$ cat config.mk
export PLATFORM = sky130hd
export DESIGN_NAME = gcd_stein
export DESIGN_NICKNAME = d
export VERILOG_FILES = /design/src/rtl/gcd_pkg.sv /design/src/rtl/gcd_stein_step.sv /design/src/rtl/gcd_stein.sv
export SDC_FILE = /design/constraint.sdc
export NUM_CORES = 1
export LEC_CHECK = 0
export ABC_AREA = 1
export BUFFER_PORTS_ARGS = -buffer_cell sky130_fd_sc_hd__buf_2
export CAP_MARGIN = 30
export CORE_ASPECT_RATIO = 1.5
export CORE_MARGIN = 1.5
export CORE_UTILIZATION = 50
export DETAILED_ROUTE_END_ITERATION = 8
export PLACE_DENSITY = 0.75
export SLEW_MARGIN = 20
export SYNTH_ARGS = -nofsm -noshare
export SYNTH_HDL_FRONTEND = slang
export SYNTH_HIERARCHICAL = 1
export SYNTH_SLANG_ARGS = --single-unit
export TNS_END_PERCENT = 5
$ cat constraint.sdc
create_clock -name clk -period 8.3 [get_ports clk]
set_input_delay 0.83 -clock clk [delete_from_list [all_inputs] [get_ports clk]]
set_output_delay 0.83 -clock clk [all_outputs]
set_load 0.02 [all_outputs]
$ cat src/rtl/gcd_pkg.sv
// Shared types and constants for the gcd_stein binary-GCD unit.
package gcd_pkg;

    localparam int CYCLES_W = 16;

    typedef enum logic [1:0] {
        IDLE   = 2'd0,
        STRIP  = 2'd1,
        REDUCE = 2'd2,
        DONE   = 2'd3
    } gcd_state_t;

endpackage

$ cat src/rtl/gcd_stein_step.sv
// One Stein reduction step: maps (a, b) to the next (a, b) and flags equality.
module gcd_stein_step #(
    parameter int WIDTH = 32
) (
    input  logic [WIDTH-1:0] a,
    input  logic [WIDTH-1:0] b,
    output logic [WIDTH-1:0] a_nxt,
    output logic [WIDTH-1:0] b_nxt,
    output logic             equal
);

    always_comb begin
        equal = (a == b);
        a_nxt = a;
        b_nxt = b;
        if (!equal) begin
            if (!a[0]) begin
                a_nxt = a >> 1;
            end else if (!b[0]) begin
                b_nxt = b >> 1;
            end else if (a > b) begin
                // Both odd: the difference is even, so halving it loses nothing.
                a_nxt = (a - b) >> 1;
            end else begin
                b_nxt = (b - a) >> 1;
            end
        end
    end

endmodule

$ cat src/rtl/gcd_stein.sv
// Binary (Stein) GCD, one step per clock, start/done handshake.
// Optional 16-bit cycle counter output enabled by defining GCD_PERF_EN.
module gcd_stein
    import gcd_pkg::*;
#(
    parameter int WIDTH = 32,
    parameter int KW    = $clog2(WIDTH + 1)
) (
    input  logic                clk,
    input  logic                reset_n,
    input  logic                start,
    input  logic [WIDTH-1:0]    a_in,
    input  logic [WIDTH-1:0]    b_in,
    output logic                busy,
    output logic                done,
    output logic [WIDTH-1:0]    result,
    output logic                zero_err
`ifdef GCD_PERF_EN
    ,
    output logic [CYCLES_W-1:0] cycles
`endif
);

    gcd_state_t       state, state_nxt;
    logic [WIDTH-1:0] a, b;
    logic [KW-1:0]    k;
    logic [WIDTH-1:0] a_step, b_step;
    logic             equal;
    logic             load, zero_op, both_even;

    assign load      = (state == IDLE) && start;
    assign zero_op   = (a_in == '0) || (b_in == '0);
    assign both_even = !a[0] && !b[0];

    gcd_stein_step #(.WIDTH(WIDTH)) u_step (
        .a     (a),
        .b     (b),
        .a_nxt (a_step),
        .b_nxt (b_step),
        .equal (equal)
    );

    always_ff @(posedge clk) begin
        if (!reset_n) begin
            state <= IDLE;
        end else begin
            state <= state_nxt;
        end
    end

    always_comb begin
        state_nxt = state;
        case (state)
            IDLE:    if (start) state_nxt = zero_op ? DONE : STRIP;
            STRIP:   if (!both_even) state_nxt = REDUCE;
            REDUCE:  if (equal) state_nxt = DONE;
            DONE:    state_nxt = IDLE;
            default: state_nxt = IDLE;
        endcase
    end

    always_comb begin
        busy = (state != IDLE);
        done = (state == DONE);
    end

    // Working registers carry no reset: they are always reloaded before use.
    always_ff @(posedge clk) begin
        case (state)
            IDLE: begin
                if (start) begin
                    a <= a_in;
                    b <= b_in;
                    k <= '0;
                end
            end
            STRIP: begin
                if (both_even) begin
                    a <= a >> 1;
                    b <= b >> 1;
                    k <= k + 1'b1;
                end
            end
            REDUCE: begin
                a <= a_step;
                b <= b_step;
            end
            default: ;
        endcase
    end

    always_ff @(posedge clk) begin
        if (!reset_n) begin
            result   <= '0;
            zero_err <= 1'b0;
        end else if (load && zero_op) begin
            result   <= a_in | b_in;
            zero_err <= ((a_in | b_in) == '0);
        end else if ((state == REDUCE) && equal) begin
            result   <= a << k;
            zero_err <= 1'b0;
        end
    end

`ifdef GCD_PERF_EN
    always_ff @(posedge clk) begin
        if (!reset_n) begin
            cycles <= '0;
        end else if (load) begin
            cycles <= '0;
        end else if (((state == STRIP) || (state == REDUCE)) && (cycles != '1)) begin
            cycles <= cycles + 1'b1;
        end
    end
`endif

endmodule

==> results of run 1 <==
## per-layer routing
metal	vias up	share of wire (%)	track usage [%]
met4	0	7.2	25.06
met1	7462	38	44.31
met3	177	7.1	2.658
met2	883	48	62.72
met5	-	0	0
li1	7906	-	-
## critical path, cell delays in order (launching register included)
cell,delay [ns]
edfxtp_1,0.54
inv_1,0.08
ha_1,0.44
nand2_1,0.16
nor2_2,0.20
nand2_1,0.16
nor2_2,0.21
nor3b_4,0.20
buf_4,0.41
nand2_1,0.67
nand2_4,0.56
inv_2,0.17
nor2_1,0.15
nor2_1,0.05
nor2_1,0.07
## placed cells by master (no fill, tap or decap), types with 11 or more instances in the layout
cell type	count
buf_4	12
dfxtp_1	35
o21bai_1	11
o21ai_0	66
xor2_1	12
nand2_1	645
inv_2	28
ha_1	66
inv_1	313
edfxtp_1	70
buf_2	101
nand3_1	470
nor2_1	229
a21oi_1	165
o211ai_1	48
nand4_1	29
## cell families (layout without fill, tap and decap cells)
group | count (synthesis) | after routing | synth area share [%]
XOR/XNOR | 13 | 13 | 0.8198
AND/OR/NAND/NOR | 1436 | 1436 | 45.55
multiplexers | 1 | 1 | 0.07207
AO/OA/AOI/OAI | 323 | 323 | 13.45
adder cells (fa/ha/maj) | 71 | 71 | 6.505
buffers and inverters | 460 | 476 | 13.42
flip-flops | 105 | 105 | 20.18
## metrics by stage
stage          util, %  cell area, sq um  hold WS, ns  std cells  setup WS [ns]
3_3_place_gp     52.67             14390       0.4598       2749          4.350
3_5_place_dp     52.77             14410       0.4780       2750          4.261
5_1_grt          53.96             14740       0.5041       2767          3.839
2_1_floorplan        -             13890       0.5179       2409          1.838
6_report         53.96             14740       0.4917       2767          4.121
4_1_cts          53.90             14720       0.4894       2766          4.214
## area by class of cell
class / instances / area [sq um] / area share, %
multi-input combinational: 1844 / 9256 / 62.81
sequential: 105 / 2803 / 19.02
inverter: 345 / 1304 / 8.846
timing repair buffer: 115 / 638.1 / 4.330
tap: 342 / 427.9 / 2.903
clock buffer: 12 / 257.7 / 1.749
clock inverter: 4 / 51.30 / 0.3481
## worst max path at each step
stage / startpoint / end / slack [ns]
after floorplan: state[0]$_SDFFE_PN0P_ / a[0]$_DFFE_PP_ / 1.84
after global placement: a[23]$_DFFE_PP_ / result[14]$_SDFFE_PN0P_ / 4.35
after detailed placement: a[23]$_DFFE_PP_ / result[12]$_SDFFE_PN0P_ / 4.26
after CTS: a[23]$_DFFE_PP_ / result[12]$_SDFFE_PN0P_ / 4.21
after global routing: a[23]$_DFFE_PP_ / result[12]$_SDFFE_PN0P_ / 3.84
final: a[23]$_DFFE_PP_ / result[12]$_SDFFE_PN0P_ / 4.12
## registers in the layout, indices dropped and copies added, names as in the netlist
name,cells
result,32
zero_err,1
a,32
b,32
state,2
k,6
==> flow_metrics.tcl, run 1 <==
set metrics [dict create \
    status "finished clean" \
    core_area_sq_mm 0.02731 \
    yosysTopAreaCellShare_pct 17.43 \
    rows 74 \
    diodes 0 \
    required_ns 8.60 \
    async_reset_ff_share_pct 0 \
    arrival_ns 4.48 \
    skew_ns 0.01267 \
    gp_congestion 1.033 \
    maxSlewHeadroom_pct 36.17 \
    synth_nets 2547 \
    ys_seq_area_share_pct 20.18 \
    finalSetupTns_ns 0 \
    hold_depth 2 \
    portBuffers 101 \
    viasPerCell 5.937 \
    areaGrowthSynthToFinish_pct 6.117 \
    antenna_found_initial 0 \
    period_needed_ns 4.179 \
    drive_above_1_share_pct 8.742 \
    drt_first_iter_violations 2033 \
    grt_pass1_wl_mm 83.08 \
    worst_slew_pin_slew_ns 0.9517 \
    post-route-drc-count 0 \
    r2r_end "result[12]$_SDFFE_PN0P_" \
    ys_ff_latch 105 \
    firstDrtPassIters 7 \
    cts_max_path_buffers 2 \
    cts_repair_resize_count 0 \
    cts_max_level 3 \
    cts_sinks 105 \
    synth_area_per_cell_sq_um 5.765 \
    root_buffer "clkbuf_16" \
    initial_core_util_pct 50.85 \
    hold_viol 0 \
    cts_tree "yes" \
    hold_class "reg2reg" \
    vias 16428 \
    die-width_microns 139.1 \
    clock.fmax_mhz 239.3 \
    grt_pass1_vias 15200 \
    fin_crit_sh_pct 50.35 \
    ys.flop_type "edfxtp_1" \
    clk_latency_ns 0.38 \
    clkTransAtPathRegs_ns 0.08 \
    synth.most_common_cell "nand2_1" \
    grt_usage_pct 36.84 \
    cts_buffers 9 \
    yosysTopAreaCell "nand2_1" \
    yosys_warnings 6 \
    ios 102 \
    holdPathEnd "zero_err$_SDFFE_PN0P_" \
    dp_hpwl_mm 42.93 \
    synth_top_cells_by_area "nand2_1 17%, nand3_1 17%, edfxtp_1 15%" \
    wire_per_inst_microns 19.45 \
    cts_setup_buffers 0 \
    rsz0062_at_grt "no" \
    worst_hold_startpoint "zero_err$_SDFFE_PN0P_" \
    wl_mm 53.82 \
    rrSetupSlack_ns 4.12 \
    syn_inst 2409 \
    die_y_microns 207.1 \
    synth_enable_flop_cells 70 \
    mappedNetlistArea_sq_mm 0.01389 \
    maxSlewViolCount 0 \
    cap_violations 0 \
    reg2regPathDepth 14 \
    crit_type "reg2reg" \
    r2r-start "a[23]$_DFFE_PP_" \
    fin_nets 2558 \
    grt-ovfl-total 0 \
    dieArea_sq_mm 0.02881 \
    worst-path-max-fanout 33 \
    synth_common_cells "645 x nand2_1, 470 x nand3_1, 313 x inv_1" \
    postCtsHoldBufs 0 \
    synthDistinctLibCells 57 \
    end_kind "register" \
    grt_max_degree 92 \
    fill_cells 2842 \
    setup_viol 0 \
    startpoint_type "register" \
    ant_nets 0 \
]
Power of run 1 is not shown: default switching activity piles up to over one toggle a cycle in this logic, so the estimate is an artifact.
==> run 2: changes to the inputs <==
Settings changed: PLACE_DENSITY 0.75 to 0.78.
Clock period 8.3 ns to 3.5 ns, I/O delays scaled along.
==> run 2 against run 1 <==
  * Critical path depth unchanged
  * Hold slack lost 0.20 ns
  * First-iteration DRC count down 19%
  * Via count is 1.6% higher
  * Die area unchanged
  * Cell area up 3.7%
  * Global-route usage up 2.2 points
  * Wire length rose by 5.9%
  * Critical endpoint is now b[30]$_DFFE_PP_
==> flow_metrics.tcl, run 2 (synthesis results as in run 1) <==
set metrics [dict create \
    status "finished clean" \
    cts_max_level 3 \
    cts_tree "yes" \
    postCtsHoldBufs 0 \
    worst_slew_pin_slew_ns 0.8284 \
    period_needed_ns 3.302 \
    rows 74 \
    fin_crit_sh_pct 94.34 \
    clock.fmax_mhz 302.8 \
    ant_nets 0 \
    fin_cells 2831 \
    cap_violations 0 \
    crit_start "b[21]$_DFFE_PP_" \
    antenna_found_initial 0 \
    required_ns 3.61 \
    grt_pass1_vias 15587 \
    ios 102 \
    hold_slack_ns 0.2935 \
    most-common-layout-cells "644 x nand2_1, 470 x nand3_1, 312 x inv_1, 228 x nor2_1, 165 x a21oi_1" \
    seq_area_sq_mm 0.002803 \
    r2r_end "b[30]$_DFFE_PP_" \
    drive_above_1_share_pct 11.29 \
    vias 16691 \
    hold_viol 0 \
    startpoint_type "register" \
    portBuffers 101 \
    crit_type "reg2reg" \
    dieArea_sq_mm 0.02881 \
    maxSlewViolCount 0 \
    setup_viol 0 \
    wl_mm 57.01 \
    cp-endpoint "b[30]$_DFFE_PP_" \
    skew_ns 0.01268 \
    worst_path_largest_cell_delay_ns 0.48 \
    drt_first_iter_violations 1648 \
    final_common_cell "nand2_1" \
    diodes 0 \
    maxSlewHeadroom_pct 44.77 \
    areaGrowthSynthToFinish_pct 10.03 \
    dp_cells 2813 \
    hold_class "in2reg" \
    dp_hpwl_mm 46.18 \
    rsz0062_at_grt "yes" \
    end_kind "register" \
    die_y_microns 207.1 \
    worst-path-max-fanout 32 \
    grt_max_degree 176 \
    grt_pass1_wl_mm 87.02 \
    r2r-start "b[21]$_DFFE_PP_" \
    viasPerCell 5.896 \
    grt_usage_pct 39.02 \
    post-route-drc-count 0 \
    multi_input_area_sq_mm 0.009278 \
    wire_per_inst_microns 20.14 \
    root_buffer "clkbuf_16" \
    cts_buffers 9 \
    core_area_sq_mm 0.02731 \
    rrSetupSlack_ns 0.20 \
    clkTransAtPathRegs_ns 0.08 \
    cts_sinks 105 \
    fin_nets 2622 \
    largestRegisters "a: 32 flops, b: 32 flops, result: 32 flops" \
    gp_congestion 1.031 \
    cts_max_path_buffers 2 \
    die-width_microns 139.1 \
    grt-ovfl-total 0 \
    fill_cells 2842 \
    reg2regPathDepth 14 \
    slowest_stage "ha_1" \
    firstDrtPassIters 5 \
    crit_chain "ha_1 > nand2_1 > nor2_2 > nand2_1 > nor2_2 > nor3b_4 > buf_8 > a21oi_2 > nand3_1 > nand3_1 > nand2_1 > inv_1 > nand3_1 > o211ai_1" \
    initial_core_util_pct 50.85 \
    clk_latency_ns 0.38 \
    arrival_ns 3.41 \
]
run 2: cell type report:
type / instances / share of cell area, %
Sequential cell: 105 / 18.34
Tap cell: 342 / 2.800
Inverter: 345 / 8.532
Clock buffer: 9 / 1.474
Timing Repair Buffer: 178 / 7.680
Clock inverter: 7 / 0.4585
Multi-Input combinational cell: 1845 / 60.71
run 2: layer usage:
layer	GRT usage, %	part of all wire (%)	vias up	wire, microns
met3	3.051	6.7	168	3834
met4	25.28	6.9	0	3942
met2	68.28	49	804	27660
met5	0	0	-	0
met1	45.72	38	7670	21570
li1	-	-	8049	-
run 2: timing repair:
action                                  4_1_cts  5_1_grt
endpoints found under the setup margin        0       33
buffers inserted                              0        0
endpoints found under the hold margin         0        0
resized for setup                             0        8
run 2: per-stage QoR:
stage          setup slack [ns]  utilization (%)  TNS [ns]  area, sq um
2_1_floorplan            0.1191                -         0        13910
3_3_place_gp             0.1577            54.70         0        14940
3_5_place_dp             0.1090            54.70         0        14940
4_1_cts                 0.07596            55.79         0        15240
5_1_grt                -0.01869            55.95  -0.02407        15280
6_report                 0.1979            55.95         0        15280
run 2: worst min-delay path by stage:
stage                                     start                      to  slack [ns]  cells past startpoint
after floorplan                         reset_n  result[0]$_SDFFE_PN0P_        0.49                      2
after global placement    zero_err$_SDFFE_PN0P_   zero_err$_SDFFE_PN0P_        0.46                      2
after detailed placement  zero_err$_SDFFE_PN0P_   zero_err$_SDFFE_PN0P_        0.46                      2
after CTS                               reset_n  result[6]$_SDFFE_PN0P_        0.29                      3
after global routing                    reset_n  result[3]$_SDFFE_PN0P_        0.32                      3
final                                   reset_n  result[6]$_SDFFE_PN0P_        0.29                      3
run 2: critical path, delay by kind of cell (launching register included):
family / cells / cell delay, ns
flops: 1 / 0.47
compound gates: 2 / 0.25
fa+ha+maj: 1 / 0.48
simple gates: 9 / 1.51
buf+inv: 2 / 0.32
Power of run 2 is left out for the same reason.
